$ cat src/rtl/piso_pkg.sv
// Shared types and default constants for the parallel-in / serial-out serializer.
package piso_pkg;

   typedef enum logic {
      IDLE  = 1'b0,
      SHIFT = 1'b1
   } state_t;

   localparam int DEFAULT_WIDTH     = 4;
   localparam bit DEFAULT_MSB_FIRST = 1'b1;

endpackage

$ cat src/rtl/piso_hold_buf.sv
// One-entry holding buffer: a data register plus a full flag, with write/read strobes.
module piso_hold_buf #(
   parameter int WIDTH = 4
) (
   input  logic             clk,
   input  logic             rst,
   input  logic             wr,
   input  logic [WIDTH-1:0] wr_data,
   input  logic             rd,
   output logic [WIDTH-1:0] data,
   output logic             full
);

   logic [WIDTH-1:0] data_reg;
   logic             full_reg;

   // wr is only issued while empty and rd only while full, so they never collide
   always_ff @(posedge clk or negedge rst) begin
      if (!rst) begin
         data_reg <= '0;
         full_reg <= 1'b0;
      end else if (wr) begin
         data_reg <= wr_data;
         full_reg <= 1'b1;
      end else if (rd) begin
         full_reg <= 1'b0;
      end
   end

   assign data = data_reg;
   assign full = full_reg;

endmodule

$ cat src/rtl/piso_serializer.sv
// Parallel-in / serial-out serializer with a one-word holding buffer, so that
// back-to-back words stream without a gap and the producer sees registered backpressure.
module piso_serializer
   import piso_pkg::*;
#(
   parameter int WIDTH     = DEFAULT_WIDTH,
   parameter bit MSB_FIRST = DEFAULT_MSB_FIRST
) (
   input  logic             clk,
   input  logic             rst,
   input  logic             load_valid,
   output logic             load_ready,
   input  logic [WIDTH-1:0] load_data,
   input  logic             shift_en,
   output logic             ser_out,
   output logic             ser_valid,
   output logic             ser_last,
   output logic             busy
);

   localparam int CW = $clog2(WIDTH);

   state_t           state_reg, state_next;
   logic [WIDTH-1:0] shift_reg, shift_next;
   logic [CW-1:0]    cnt_reg, cnt_next;

   logic             buf_wr, buf_rd, buf_full;
   logic [WIDTH-1:0] buf_data;

   logic accept, last_bit, finish, direct;

   assign accept   = load_valid & ~buf_full;
   assign last_bit = (state_reg == SHIFT) && (cnt_reg == CW'(WIDTH - 1));
   assign finish   = last_bit & shift_en;
   // A new word bypasses the buffer whenever the shifter is free at this edge
   assign direct   = accept & ((state_reg == IDLE) | finish);
   assign buf_wr   = accept & ~direct;

   always_comb begin
      state_next = state_reg;
      shift_next = shift_reg;
      cnt_next   = cnt_reg;
      buf_rd     = 1'b0;
      case (state_reg)
         IDLE: begin
            if (accept) begin
               shift_next = load_data;
               cnt_next   = '0;
               state_next = SHIFT;
            end
         end
         SHIFT: begin
            if (shift_en) begin
               if (last_bit) begin
                  cnt_next = '0;
                  if (buf_full) begin
                     shift_next = buf_data;
                     buf_rd     = 1'b1;
                  end else if (accept) begin
                     shift_next = load_data;
                  end else begin
                     shift_next = '0;
                     state_next = IDLE;
                  end
               end else begin
                  cnt_next   = cnt_reg + CW'(1);
                  shift_next = MSB_FIRST ? {shift_reg[WIDTH-2:0], 1'b0}
                                         : {1'b0, shift_reg[WIDTH-1:1]};
               end
            end
         end
         default: begin
            state_next = IDLE;
            shift_next = '0;
            cnt_next   = '0;
         end
      endcase
   end

   always_ff @(posedge clk or negedge rst) begin
      if (!rst) begin
         state_reg <= IDLE;
         shift_reg <= '0;
         cnt_reg   <= '0;
      end else begin
         state_reg <= state_next;
         shift_reg <= shift_next;
         cnt_reg   <= cnt_next;
      end
   end

   piso_hold_buf #(.WIDTH(WIDTH)) u_hold_buf (
      .clk     (clk),
      .rst     (rst),
      .wr      (buf_wr),
      .wr_data (load_data),
      .rd      (buf_rd),
      .data    (buf_data),
      .full    (buf_full)
   );

   assign ser_valid  = (state_reg == SHIFT);
   assign ser_out    = ser_valid & (MSB_FIRST ? shift_reg[WIDTH-1] : shift_reg[0]);
   assign ser_last   = last_bit;
   assign load_ready = ~buf_full;
   assign busy       = ser_valid | buf_full;

endmodule
$ cat config.mk
export PLATFORM = sky130hd
export DESIGN_NAME = piso_serializer
export DESIGN_NICKNAME = d
export VERILOG_FILES = /design/src/rtl/piso_pkg.sv /design/src/rtl/piso_hold_buf.sv /design/src/rtl/piso_serializer.sv
export SDC_FILE = /design/constraint.sdc
export NUM_CORES = 1
export LEC_CHECK = 0
export CORE_MARGIN = 2
export CORE_UTILIZATION = 30
export CTS_CLUSTER_SIZE = 8
export DETAILED_ROUTE_END_ITERATION = 10
export PLACE_DENSITY = 0.58
export SLEW_MARGIN = 20
export SYNTH_ARGS = -nofsm -noshare
export SYNTH_HDL_FRONTEND = slang
export SYNTH_SLANG_ARGS = --single-unit
$ cat constraint.sdc
create_clock -name clk -period 3.3 [get_ports clk]
set_input_delay 0.495 -clock clk [delete_from_list [all_inputs] [get_ports clk]]
set_output_delay 0.495 -clock clk [all_outputs]
set_load 0.01 [all_outputs]
==> impl_metrics.ini, run 1 <==
[timing]
setup_viol = 0
tightest_slew_ns = 0.556
setup_ws_ns = 1.08
fin_crit_sh = 0.673
slew_viol_final = 0
slew_headroom = 0.628
fmax_ghz = 0.450
finalSetupTns_ns = 0
finClkSkew_ns = 0.00283
rsz0062_at_grt = no
hold_viol = 0
fin_crit_ns = 2.22
holdWs_ns = 0.506

[layout]
areaGrowthSynthToFinish_pct = 23.3
drive_gt1_frac = 0.160
nets = 85
diodes = 0
post-route-util = 0.381
multi_input_area_um2 = 328
seqCellArea_um2 = 300
fillers = 228

[clocking]
cts-root-buf = clkbuf_4
worstSkewPairLatency_ns = 0.27
postCtsSetupRepairBufs = 0
clockBufferDepth = 2
ctsHoldBuffers = 0
numCtsBuffers = 3
cts.clk_slew.worst_paths_ns = 0.07
cts_tree = built
ctsResizeCount = 0
h-tree-depth = 1
cts.sinks = 12

[job]
max_cap_viol_count = 0

[placed_design]
hpwl_um = 1020
portBuffers = 12
gp_congestion = 0.783
place_ws_ns = 1.28

[route]
drc = 0
initialDrtViolationCount = 22
ant_nets = 0
vias = 531
vias_per_cell = 5.16
routedWlPerCell_um = 13.4
wl_um = 1380
drt_first_pass_iters = 5

[global_routing]
antenna_found_initial = 0
grt_use_total = 0.125
grt_max_degree = 16
grt_first_pass_wirelength_um = 2330
grt_overflow = 0
first_global_vias = 525

[critical_path]
critPathLaunchType = flop
startpoint = cnt_reg[0]$_DFFE_PN0P_
crit_path_end_kind = primary output
reg2reg_from = cnt_reg[0]$_DFFE_PN0P_
ff2ff_setup_slack_ns = 1.70
cp_slowest_cell = clkdlybuf4s50_1
cpPeakStageDelay_ns = 0.53
r2r-end = u_hold_buf.data[1]$_DFFE_PN0P_
critical_path.max_fanout = 9
required_ns = 2.80
reg2reg_depth = 4
crit_type = flop to primary output
cp_cell_sequence = ha_1 -> and2_1 -> clkdlybuf4s50_1
crit_arrival_ns = 1.73
crit_end = ser_last

[yosys]
synth_area_um2 = 671
syn_area_per_cell_um2 = 10.5
synth_warnings = 0
ys_types = 31
ys_seq_elements = 12
synth_cells = 64
yosysSeqAreaShare = 0.448
synth_nets = 73

[die]
initial_utilization = 0.309
dieArea_um2 = 2630
die_w_um = 51.3
coreArea_um2 = 2170
die_y_um = 51.3
row_count = 17
boundaryPins = 13

[pwr]
vdd.ir_drop.worst_uv = 330
power.density_nw_per_um2 = 880
power.leakage_nw = 0.342

[run_status]
status = finished clean

[worst_hold_path]
worstHoldPathType = flop to flop
==> cells in the mapped netlist (all sizes together) <==
library cell / n / area, µm²
buf: 4 / 31.3
dfrtp: 12 / 300
a21oi: 2 / 10.0
a21boi: 1 / 7.51
mux2: 4 / 60.1
a22o: 1 / 8.76
nand3: 2 / 10.0
o21ai: 3 / 15.0
and3: 3 / 18.8
nand3b: 1 / 7.51
and3b: 1 / 8.76
o22a: 2 / 17.5
nand2: 4 / 17.5
inv: 2 / 7.51
nor2b: 2 / 15.0
a222oi: 2 / 20.0
clkbuf: 1 / 3.75
nor3b: 1 / 12.5
nand2b: 1 / 6.26
nor3: 3 / 15.0
ha: 1 / 12.5
nor2: 2 / 7.51
or2: 1 / 6.26
a31oi: 4 / 25.0
a22oi: 1 / 7.51
and2: 3 / 18.8
==> per-stage QoR <==
step	power, mW	cell area [µm²]	cells
floorplan	0.518	671	64
global placement	0.611	791	99
global route	0.787	827	103
CTS	0.736	827	103
finish	0.728	827	103
detailed placement	0.615	791	99
==> critical path, delay by kind of cell, from the launching register on <==
family                     cells  cell delay (ns)
and+or+nand+nor                1             0.19
buffers and inverters          1             0.53
adders and majority gates      1             0.35
DFF                            1             0.38
==> report_power, final <==
part	switching [mW]	leakage, nW	total (mW)	internal [mW]
Combinational	0.133	0.185	0.320	0.187
Sequential	0.0724	0.135	0.291	0.218
Clock	0.0501	0.0210	0.117	0.0670
==> logic make-up (layout without fill, tap and decap cells) <==
group,Yosys count,count (layout),synth area share
simple gates,24,24,0.215
mux,4,4,0.0896
fa+ha+maj,1,1,0.0187
flops,12,12,0.448
buf+inv,7,18,0.0634
compound gates,16,16,0.166
==> area by class of cell <==
type	count	share of cell area
clock buffer	4	0.0439
multi-input combinational	45	0.396
timing repair buffer	12	0.145
inverter	2	0.00908
sequential	12	0.363
tap	28	0.0424
==> layout by cell type, fill, tap and decap left out <==
master,count
dfrtp_1,12
clkdlybuf4s50_1,12
a31oi_1,4
mux2_4,4
and2_1,3
nand2_1,3
and3_1,3
nor3_1,3
clkbuf_4,3
inv_1,2
o21ai_1,2
nand3_1,2
a222oi_1,2
a21oi_1,2
o22a_1,2
nor2_1,2
nand2b_1,1
o21ai_0,1
or2_2,1
and3b_1,1
nand2_2,1
nor2b_1,1
a22oi_1,1
nor3b_2,1
nor2b_2,1
nand3b_1,1
a21boi_1,1
a22o_1,1
ha_1,1
clkbuf_8,1
==> routing by layer <==
metal,track usage,vias up,share of wire
met3,0.0292,4,0.048
met1,0.170,254,0.50
met2,0.177,16,0.44
met5,0,-,0
li1,-,257,-
met4,0.0789,0,0.012
==> worst min path at each step <==
| stage | from | endpoint | slack (ns) | cells past startpoint |
|---|---|---|---|---|
| floorplan | rst | cnt_reg[0]$_DFFE_PN0P_ | 0.20 | 0 |
| CTS | cnt_reg[1]$_DFFE_PN0P_ | cnt_reg[1]$_DFFE_PN0P_ | 0.52 | 1 |
| detailed placement | cnt_reg[1]$_DFFE_PN0P_ | cnt_reg[1]$_DFFE_PN0P_ | 0.50 | 1 |
| finish | cnt_reg[1]$_DFFE_PN0P_ | cnt_reg[1]$_DFFE_PN0P_ | 0.51 | 1 |
| global route | cnt_reg[1]$_DFFE_PN0P_ | cnt_reg[1]$_DFFE_PN0P_ | 0.54 | 1 |
| global placement | cnt_reg[1]$_DFFE_PN0P_ | cnt_reg[1]$_DFFE_PN0P_ | 0.49 | 1 |
Note: power is estimated with default switching activity, not from simulation.
==> run 2: changes to the inputs <==
Clock period 3.3 ns to 2.15 ns, I/O delays scaled along.
==> run 2 against run 1 <==
Effect of this change: core utilization grew 0.35 points; via count up 0.56%; final cell count increased by 0.97%; largest power group unchanged; sequential power is 53% higher; largest cell class unchanged; critical endpoint unchanged; sequential cell count unchanged.
==> impl_metrics.ini, run 2 (same netlist as run 1, synthesis figures left out) <==
[run_status]
status = finished clean

[global_routing]
grt_first_pass_wirelength_um = 2360
first_global_vias = 490
antenna_found_initial = 0
grt_max_degree = 16
grt_use_total = 0.120
grt_overflow = 0

[pwr]
power.density_nw_per_um2 = 1350
power.leakage_nw = 0.347
vdd.ir_drop.worst_uv = 536

[die]
row_count = 17
boundaryPins = 13
die_y_um = 51.3
coreArea_um2 = 2170
dieArea_um2 = 2630
die_w_um = 51.3
initial_utilization = 0.309

[route]
vias = 534
wl_um = 1360
drc = 0
vias_per_cell = 5.13
routedWlPerCell_um = 13.0
ant_nets = 0
initialDrtViolationCount = 21
drt_first_pass_iters = 4

[critical_path]
critical_path.max_fanout = 15
required_ns = 1.83
reg2reg_from = cnt_reg[0]$_DFFE_PN0P_
path_depth = 2
reg2reg_depth = 5
critPathLaunchType = flop
cpPeakStageDelay_ns = 0.59
cp_slowest_cell = dfrtp_1
r2r-end = u_hold_buf.data[0]$_DFFE_PN0P_
crit_arrival_ns = 1.62
crit_buf_inv = 1
crit_path_end_kind = primary output
crit_type = flop to primary output
cp_cell_sequence = and2_1 -> clkdlybuf4s50_1
ff2ff_setup_slack_ns = 0.50
crit_family = flip-flops

[clocking]
ctsHoldBuffers = 0
postCtsSetupRepairBufs = 0
worstSkewPairLatency_ns = 0.27
clockBufferDepth = 2
cts.clk_slew.worst_paths_ns = 0.08
ctsResizeCount = 0
numCtsBuffers = 3
h-tree-depth = 1
cts-root-buf = clkbuf_4
cts.sinks = 12
cts_tree = built

[layout]
areaGrowthSynthToFinish_pct = 24.4
diodes = 0
fillers = 223
drive_gt1_frac = 0.171
nets = 86
final_cell_mix = dfrtp_1 (12), clkdlybuf4s50_1 (12), a31oi_1 (4), mux2_4 (4)
stdcell_count = 104

[placed_design]
portBuffers = 12
placedCellCount = 100
hpwl_um = 1010
gp_congestion = 0.787

[timing]
setup_viol = 0
slew_headroom = 0.647
fin_crit_ns = 1.94
rsz0062_at_grt = no
finClkSkew_ns = 0.00378
fmax_ghz = 0.515
finalSetupTns_ns = 0
tightest_slew_ns = 0.528
fin_crit_sh = 0.903
hold_viol = 0
slew_viol_final = 0

[job]
max_cap_viol_count = 0

[worst_hold_path]
worstHoldPathType = input pin to asynchronous set/reset pin
==> run 2: cell count changes in the layout (fill, tap and decap cells not counted), sizes merged <==
cell  delta
buf      +1
==> run 2: how the worst max path moves through the flow <==
| stage | from | slack (ns) | to |
|---|---|---|---|
| 2_1_floorplan | cnt_reg[0]$_DFFE_PN0P_ | 0.69 | u_hold_buf.data[0]$_DFFE_PN0P_ |
| 3_3_place_gp | load_valid | 0.34 | u_hold_buf.data[1]$_DFFE_PN0P_ |
| 3_5_place_dp | load_valid | 0.32 | u_hold_buf.data[0]$_DFFE_PN0P_ |
| 4_1_cts | ser_valid$_DFF_PN0_ | 0.20 | ser_last |
| 5_1_grt | ser_valid$_DFF_PN0_ | 0.07 | ser_last |
| 6_report | ser_valid$_DFF_PN0_ | 0.21 | ser_last |
==> run 2: worst reg2reg max path, cell delays in order (launching register included) <==
cell and delay (ns):
dfrtp_1 0.40, ha_1 0.24, buf_4 0.17, nand2_1 0.09, and3_1 0.31, mux2_4 0.33
==> run 2: cell type report <==
class / instances / area (µm²) / area share
Sequential cell: 12 / 300 / 0.360
Timing Repair Buffer: 13 / 128 / 0.153
Multi-Input combinational cell: 45 / 328 / 0.393
Tap cell: 28 / 35.0 / 0.0420
Clock buffer: 4 / 36.3 / 0.0435
Inverter: 2 / 7.51 / 0.00900
==> run 2: metrics by stage <==
step,instance area [µm²],hold WS [ns],power (mW),util,setup slack [ns]
2_1_floorplan,671,0.0269,0.795,-,0.692
3_3_place_gp,798,0.492,0.949,0.368,0.341
3_5_place_dp,798,0.498,0.946,0.368,0.315
4_1_cts,835,0.421,1.13,0.385,0.202
5_1_grt,835,0.456,1.22,0.385,0.0653
6_report,835,0.396,1.13,0.385,0.209
==> run 2: report_power, final <==
part / internal (mW) / leakage (nW) / total [mW] / switching [mW]
Clock: 0.103 / 0.0210 / 0.181 / 0.0787
Sequential: 0.335 / 0.135 / 0.444 / 0.109
Combinational: 0.296 / 0.191 / 0.499 / 0.204
Total: 0.733 / 0.347 / 1.13 / 0.392
==> run 2: metal layers <==
metal,share of wire,vias to the layer above,wire length (µm),GRT usage
met4,0.010,0,14,0.0395
met5,0,-,0,0
met3,0.072,4,97,0.0263
met2,0.41,26,551,0.158
met1,0.51,248,693,0.190
li1,-,256,-,-
